### src/rtl/btu_pkg.sv
// -----------------------------------------------------------------------------
// btu_pkg
// Shared types and constants for the branch target unit.
//   btu_op_e     : operation encoding carried on in_op
//   BTU_LINK_INC : byte distance from an instruction to its link address
//   btu_entry_t  : one result-queue entry (target, link, flags)
// Configuration macro: BTU_MISALIGN_CHECK_EN
//   When undefined the misaligned flag is not part of the queue entry.
// -----------------------------------------------------------------------------
package btu_pkg;

  typedef enum logic [1:0] {
    BTU_BRANCH = 2'b00,
    BTU_JAL    = 2'b01,
    BTU_JALR   = 2'b10,
    BTU_RSVD   = 2'b11
  } btu_op_e;

  localparam int BTU_LINK_INC = 4;

  // Widest supported address; narrower builds leave the upper bits at zero.
  localparam int BTU_XLEN_MAX = 64;

  typedef struct packed {
    logic [BTU_XLEN_MAX-1:0] target;
    logic [BTU_XLEN_MAX-1:0] link;
`ifdef BTU_MISALIGN_CHECK_EN
    logic                    misaligned;
`endif
    logic                    illegal;
  } btu_entry_t;

endpackage

### src/rtl/btu_fifo.sv
// -----------------------------------------------------------------------------
// btu_fifo
// Generic DEPTH-entry synchronous FIFO with a synchronous flush.
// Ports:
//   clk_i, rst_ni        : clock, asynchronous active-low reset
//   flush_i              : clears occupancy and pointers at the next edge
//   wr_valid_i/wr_ready_o: push handshake, wr_data_i is the pushed word
//   rd_valid_o/rd_ready_i: pop handshake, rd_data_o is the head word
// rd_data_o is forced to zero while the queue is empty.
// -----------------------------------------------------------------------------
module btu_fifo #(
  parameter int WIDTH = 8,
  parameter int DEPTH = 2
) (
  input  logic             clk_i,
  input  logic             rst_ni,
  input  logic             flush_i,
  input  logic             wr_valid_i,
  output logic             wr_ready_o,
  input  logic [WIDTH-1:0] wr_data_i,
  output logic             rd_valid_o,
  input  logic             rd_ready_i,
  output logic [WIDTH-1:0] rd_data_o
);

  localparam int PW = $clog2(DEPTH);
  localparam int CW = PW + 1;
  localparam logic [CW-1:0] FULL_C = CW'(DEPTH);

  logic [WIDTH-1:0] mem_q [DEPTH];
  logic [PW-1:0]    wr_ptr_q, wr_ptr_d;
  logic [PW-1:0]    rd_ptr_q, rd_ptr_d;
  logic [CW-1:0]    count_q, count_d;
  logic             push_s, pop_s;

  assign rd_valid_o = (count_q != {CW{1'b0}});
  // A pop that coincides with a flush is discarded along with everything else.
  assign pop_s      = rd_valid_o && rd_ready_i && !flush_i;
  // A full queue still accepts when its head leaves in the same cycle.
  assign wr_ready_o = !flush_i && ((count_q < FULL_C) || (rd_valid_o && rd_ready_i));
  assign push_s     = wr_valid_i && wr_ready_o;
  assign rd_data_o  = rd_valid_o ? mem_q[rd_ptr_q] : {WIDTH{1'b0}};

  // Next-state pointers and occupancy.
  always_comb begin
    wr_ptr_d = wr_ptr_q;
    rd_ptr_d = rd_ptr_q;
    count_d  = count_q;
    if (flush_i) begin
      wr_ptr_d = {PW{1'b0}};
      rd_ptr_d = {PW{1'b0}};
      count_d  = {CW{1'b0}};
    end else begin
      if (push_s) begin
        wr_ptr_d = wr_ptr_q + PW'(1);
      end else begin
        wr_ptr_d = wr_ptr_q;
      end
      if (pop_s) begin
        rd_ptr_d = rd_ptr_q + PW'(1);
      end else begin
        rd_ptr_d = rd_ptr_q;
      end
      case ({push_s, pop_s})
        2'b10:   count_d = count_q + CW'(1);
        2'b01:   count_d = count_q - CW'(1);
        default: count_d = count_q;
      endcase
    end
  end

  // Control state registers.
  always_ff @(posedge clk_i or negedge rst_ni) begin
    if (!rst_ni) begin
      wr_ptr_q <= {PW{1'b0}};
      rd_ptr_q <= {PW{1'b0}};
      count_q  <= {CW{1'b0}};
    end else begin
      wr_ptr_q <= wr_ptr_d;
      rd_ptr_q <= rd_ptr_d;
      count_q  <= count_d;
    end
  end

  // Entry storage; contents are qualified by count, so no reset is needed.
  always_ff @(posedge clk_i) begin
    if (push_s) begin
      mem_q[wr_ptr_q] <= wr_data_i;
    end
  end

endmodule

### src/rtl/branch_target_unit.sv
// -----------------------------------------------------------------------------
// branch_target_unit
// Computes branch/JAL/JALR targets and link addresses and queues the results
// for the PC-select stage.
// Parameters: XLEN (32 or 64), DEPTH (power of two, >= 2).
// Ports:
//   clock, reset (async active-low), flush (sync queue clear)
//   in_valid/in_ready, in_op, in_pc, in_rs1, in_imm : request side
//   out_valid/out_ready, out_target, out_link,
//   out_misaligned, out_illegal                      : result side
// Configuration macro: BTU_MISALIGN_CHECK_EN
//   Defined  : out_misaligned reports target[1] for legal ops.
//   Undefined: out_misaligned is tied to 0.
// -----------------------------------------------------------------------------
module branch_target_unit
  import btu_pkg::*;
#(
  parameter int XLEN  = 32,
  parameter int DEPTH = 2
) (
  input  logic            clock,
  input  logic            reset,
  input  logic            flush,
  input  logic            in_valid,
  output logic            in_ready,
  input  logic [1:0]      in_op,
  input  logic [XLEN-1:0] in_pc,
  input  logic [XLEN-1:0] in_rs1,
  input  logic [XLEN-1:0] in_imm,
  output logic            out_valid,
  input  logic            out_ready,
  output logic [XLEN-1:0] out_target,
  output logic [XLEN-1:0] out_link,
  output logic            out_misaligned,
  output logic            out_illegal
);

  logic [XLEN-1:0] br_target_s;
  logic [XLEN-1:0] jalr_sum_s;
  logic [XLEN-1:0] target_s;
  logic [XLEN-1:0] link_s;
  logic            illegal_s;
  btu_entry_t      wr_entry_s;
  btu_entry_t      rd_entry_s;

  // All sums wrap modulo 2^XLEN; the carry out is simply dropped.
  assign br_target_s = in_pc + (in_imm << 1);
  assign jalr_sum_s  = in_rs1 + in_imm;
  assign link_s      = in_pc + XLEN'(BTU_LINK_INC);

  // Select the target for the requested operation.
  always_comb begin
    target_s  = {XLEN{1'b0}};
    illegal_s = 1'b0;
    case (btu_op_e'(in_op))
      BTU_BRANCH, BTU_JAL: target_s  = br_target_s;
      BTU_JALR:            target_s  = {jalr_sum_s[XLEN-1:1], 1'b0};
      BTU_RSVD:            illegal_s = 1'b1;
      default:             illegal_s = 1'b1;
    endcase
  end

  // Pack the queue entry; bits above XLEN stay zero.
  always_comb begin
    wr_entry_s                    = '0;
    wr_entry_s.target[XLEN-1:0]   = target_s;
    wr_entry_s.link[XLEN-1:0]     = link_s;
`ifdef BTU_MISALIGN_CHECK_EN
    // Without the C extension any target with bit 1 set is misaligned.
    wr_entry_s.misaligned         = !illegal_s && target_s[1];
`endif
    wr_entry_s.illegal            = illegal_s;
  end

  btu_fifo #(
    .WIDTH ($bits(btu_entry_t)),
    .DEPTH (DEPTH)
  ) u_fifo (
    .clk_i      (clock),
    .rst_ni     (reset),
    .flush_i    (flush),
    .wr_valid_i (in_valid),
    .wr_ready_o (in_ready),
    .wr_data_i  (wr_entry_s),
    .rd_valid_o (out_valid),
    .rd_ready_i (out_ready),
    .rd_data_o  (rd_entry_s)
  );

  // The FIFO already zeroes its head while empty.
  assign out_target  = rd_entry_s.target[XLEN-1:0];
  assign out_link    = rd_entry_s.link[XLEN-1:0];
  assign out_illegal = rd_entry_s.illegal;
`ifdef BTU_MISALIGN_CHECK_EN
  assign out_misaligned = rd_entry_s.misaligned;
`else
  assign out_misaligned = 1'b0;
`endif

  // Upper address bits are constant zero in narrow builds.
  if (XLEN < BTU_XLEN_MAX) begin : g_narrow
    logic unused_hi_s;
    assign unused_hi_s = ^{rd_entry_s.target[BTU_XLEN_MAX-1:XLEN],
                           rd_entry_s.link[BTU_XLEN_MAX-1:XLEN]};
  end

endmodule

### config.mk
export PLATFORM = sky130hd
export DESIGN_NAME = branch_target_unit
export DESIGN_NICKNAME = d
export VERILOG_FILES = /design/src/rtl/btu_pkg.sv /design/src/rtl/btu_fifo.sv /design/src/rtl/branch_target_unit.sv
export SDC_FILE = /design/constraint.sdc
export NUM_CORES = 1
export LEC_CHECK = 0
export ABC_CLOCK_PERIOD_IN_PS = 3790
export BUFFER_PORTS_ARGS = -buffer_cell sky130_fd_sc_hd__buf_2
export CELL_PAD_IN_SITES_DETAIL_PLACEMENT = 0
export CELL_PAD_IN_SITES_GLOBAL_PLACEMENT = 2
export CORE_ASPECT_RATIO = 0.9
export CORE_MARGIN = 8
export CORE_UTILIZATION = 32
export DETAILED_ROUTE_END_ITERATION = 10
export PLACE_DENSITY = 0.76
export SLEW_MARGIN = 20
export SYNTH_ARGS = -nofsm -noshare
export SYNTH_HDL_FRONTEND = slang
export SYNTH_SLANG_ARGS = --single-unit
### constraint.sdc
create_clock -name clock -period 3.79 [get_ports clock]
set_clock_uncertainty 0.1 [all_clocks]
set_input_delay 0.5685 -clock clock [delete_from_list [all_inputs] [get_ports clock]]
set_output_delay 0.5685 -clock clock [all_outputs]
set_load 0.03 [all_outputs]
==> metrics.md <==
| Metric | Value |
|---|---|
| Worst-path fanout max | `3` |
| Die Ht | `175.5 um` |
| Max-cap violations | `0` |
| Crit Path Category | `primary input to register` |
| Synth top cells by count | `edfxtp_1 (130), nor2_1 (103), mux2i_1 (65)` |
| Yosys synthesis warning count | `0` |
| Final cell count without fillers | `1419` |
| Worst-skew pair later-pin latency | `410 ps` |
| Hold EP | `u_fifo.mem_q[0][1]` |
| EDFF count, synth | `130` |
| Cells after synthesis | `877` |
| Post-Route Setup TNS | `0 ps` |
| Die area | `33920 sq um` |
| Port bufs | `169` |
| DRT antenna net count | `0` |
| Worst r2r path cells | `4` |
| Total GRT Usage | `15.62%` |
| Leakage | `4.518 nW` |
| Placed cell count | `1384` |
| GR Overflow Total | `0` |
| Worst R2R Start | `u_fifo.count_q[1]` |
| Residual DRC | `0` |
| Hold path start | `in_pc[0]` |
| Minimum clock period | `3093 ps` |
| Pre-CTS WS | `263.9 ps` |
| Power density over the cells | `428.0 nW/um^2` |
| Synth area leader | `edfxtp_1` |
| Post-synth top flop | `edfxtp_1` |
| Synthesized net count | `1043` |
| Die W | `193.2 um` |
| CP Launch Point | `in_pc[1]` |
| Flop2flop setup slack | `1510 ps` |
| Area grow syn2layout | `21.33%` |
| Fillers | `2810` |
| Core area | `27870 sq um` |
| Hold_ws | `259.1 ps` |
| Final Power | `4.699 mW` |
| Clk sinks | `134` |
| Nature of the critical path startpoint | `primary input` |
| Post-synthesis sequential area ratio | `44.25%` |
| Worst flop-to-flop path endpoint | `u_fifo.mem_q[0][56]` |
| Io pins | `171` |
| Max clock buf depth | `2` |
| Final Worst Setup Slack | `697.3 ps` |
| Final WL | `27420 um` |
| Clock transition at path regs | `60 ps` |
| Num rows | `58` |
| Initial cell density of the core | `32.47%` |
| Final Instance Area | `10980 sq um` |
| Hold Path Depth | `1` |
| Actual slew at the worst max-slew pin | `740.2 ps` |
| Initial drt markers | `336` |
| Async SR Flop Fraction | `2.985%` |
| Synth cell types | `61` |
| Vias | `7251` |
| Total CTS buffers | `17` |
| Synth top area share | `43.15%` |
| H-tree depth | `4` |
| Crit end category | `register` |
| Critical Path AT | `3110 ps` |
| GPL Wtd Cong | `0.8474` |
| TritonRoute pass-1 iters | `7` |
| Final Max Slew Viols | `0` |
| DR WL/cell | `19.33 um` |
| Crit share post-route | `81.60%` |
| #FFs+latches synth | `134` |
| Dpl hpwl | `21950 um` |
| Top-count cell post-synth | `edfxtp_1` |
| Final setup vio count | `0` |
| RSZ-0062 raised after global routing | `no` |
| First-pass GRT wire length | `41480 um` |
| Maximum clock rate | `323.3 MHz` |
| Syn avg cell area | `10.32 sq um` |
| Post-Synthesis Cell Area | `9047 sq um` |
| Rel. slew slack | `50.01%` |
| Postcts setup bufs | `0` |
| Root buf cell | `clkbuf_16` |
| Layout cells sized above 1 | `21.67%` |
| Placed Area | `10320 sq um` |
| Largest net degree at the start of global routing | `39` |
| Worst path required time | `3810 ps` |
| Final Net Count | `1210` |
| Largest cells by area after synthesis | `edfxtp_1 (43%), ha_1 (8.4%), mux2i_1 (7.2%)` |
| Vias in the first global route | `7133` |
| Final hold viol count | `0` |
| Final core occ | `39.39%` |
| Initial antenna violation count | `2` |
| Hold Crit Class | `primary input to register` |
| Vias/cell | `5.110` |
| Run status | `completed` |
| CTS tree | `done` |
| VDD IR-drop max | `0.2686 mV` |
-- repair_timing --
action	in CTS	in global routing
gates resized for setup	0	0
hold buffers	1	0
setup endpoints to repair	0	0
endpoints found under the hold margin	4	0
-- cell type report --
cell class                 count  area [sq um]  area share, %
sequential                   134          4008          36.51
multi-input combinational    684          4835          44.04
antenna                        2         5.005        0.04559
clock buffer                  19         432.9          3.944
inverter                      25         93.84         0.8549
clock inverter                13         206.4          1.881
tap                          360         450.4          4.103
timing repair buffer         182         945.9          8.617
-- worst max-delay path by stage --
stage | endpoint | slack, ps | depth (start not counted)
finish | u_fifo.mem_q[0][60] | 700 | 13
global route | u_fifo.mem_q[1][62] | 500 | 13
CTS | u_fifo.mem_q[0][60] | 700 | 13
detailed placement | u_fifo.mem_q[0][60] | 260 | 13
global placement | u_fifo.mem_q[0][60] | 310 | 13
floorplan | u_fifo.mem_q[0][0] | 170 | 4
-- cells in the final DEF (no fill, tap or decap), types with 14 or more instances in the layout --
cell type	synthesis	final
nor2_1	103	101
xnor2_1	49	49
ha_1	61	61
edfxtp_1	130	130
a21o_1	36	36
buf_2	0	169
o21ai_0	31	31
nand3_1	25	25
o22ai_1	23	23
and3_1	22	21
nand4_1	14	14
nand2_1	54	54
a21oi_1	44	44
xor2_1	33	33
mux2i_1	65	65
inv_1	25	25
clkbuf_16	0	17
-- state kept, by name, summed over array words and instances, names as in the netlist --
name and flops:
u_fifo.count_q 2, u_fifo.wr_ptr_q 1, u_fifo.rd_ptr_q 1, u_fifo.mem_q 130
-- cell families (layout without fill, tap and decap cells) --
family | Yosys count | count (layout) | synth area share, %
buf+inv | 59 | 239 | 2.489
mux | 66 | 66 | 7.316
other cells | 1 | 3 | 0.04145
fa+ha+maj | 63 | 63 | 8.878
compound gates | 209 | 209 | 15.39
xor+xnor | 82 | 82 | 7.938
simple gates | 263 | 263 | 13.69
flops | 134 | 134 | 44.25
-- worst max-delay path, stage by stage --
cell and delay [ps]:
buf_2 110, ha_1 230, inv_1 80, fa_1 200, nor2b_1 70, o31a_1 270, or4_1 500, and2_4 180
a31oi_2 230, o2111ai_1 180, a31oi_1 240, xor2_1 160, o22ai_1 110
-- report_power, final --
| part | switching [mW] | total [mW] | leakage [nW] | internal, mW |
|---|---|---|---|---|
| Sequential | 0.0205 | 1.75 | 1.25 | 1.73 |
| Combinational | 0.744 | 1.18 | 2.97 | 0.436 |
| Clock | 0.599 | 1.76 | 0.295 | 1.16 |
| Total | 1.36 | 4.70 | 4.52 | 3.33 |
-- per-layer routing --
metal	wire [um]	track usage, %
met1	13680	22.22
met2	12340	24.37
met3	1197	2.487
met4	202	3.973
met5	0	0
(Power assumes the default switching activity.)
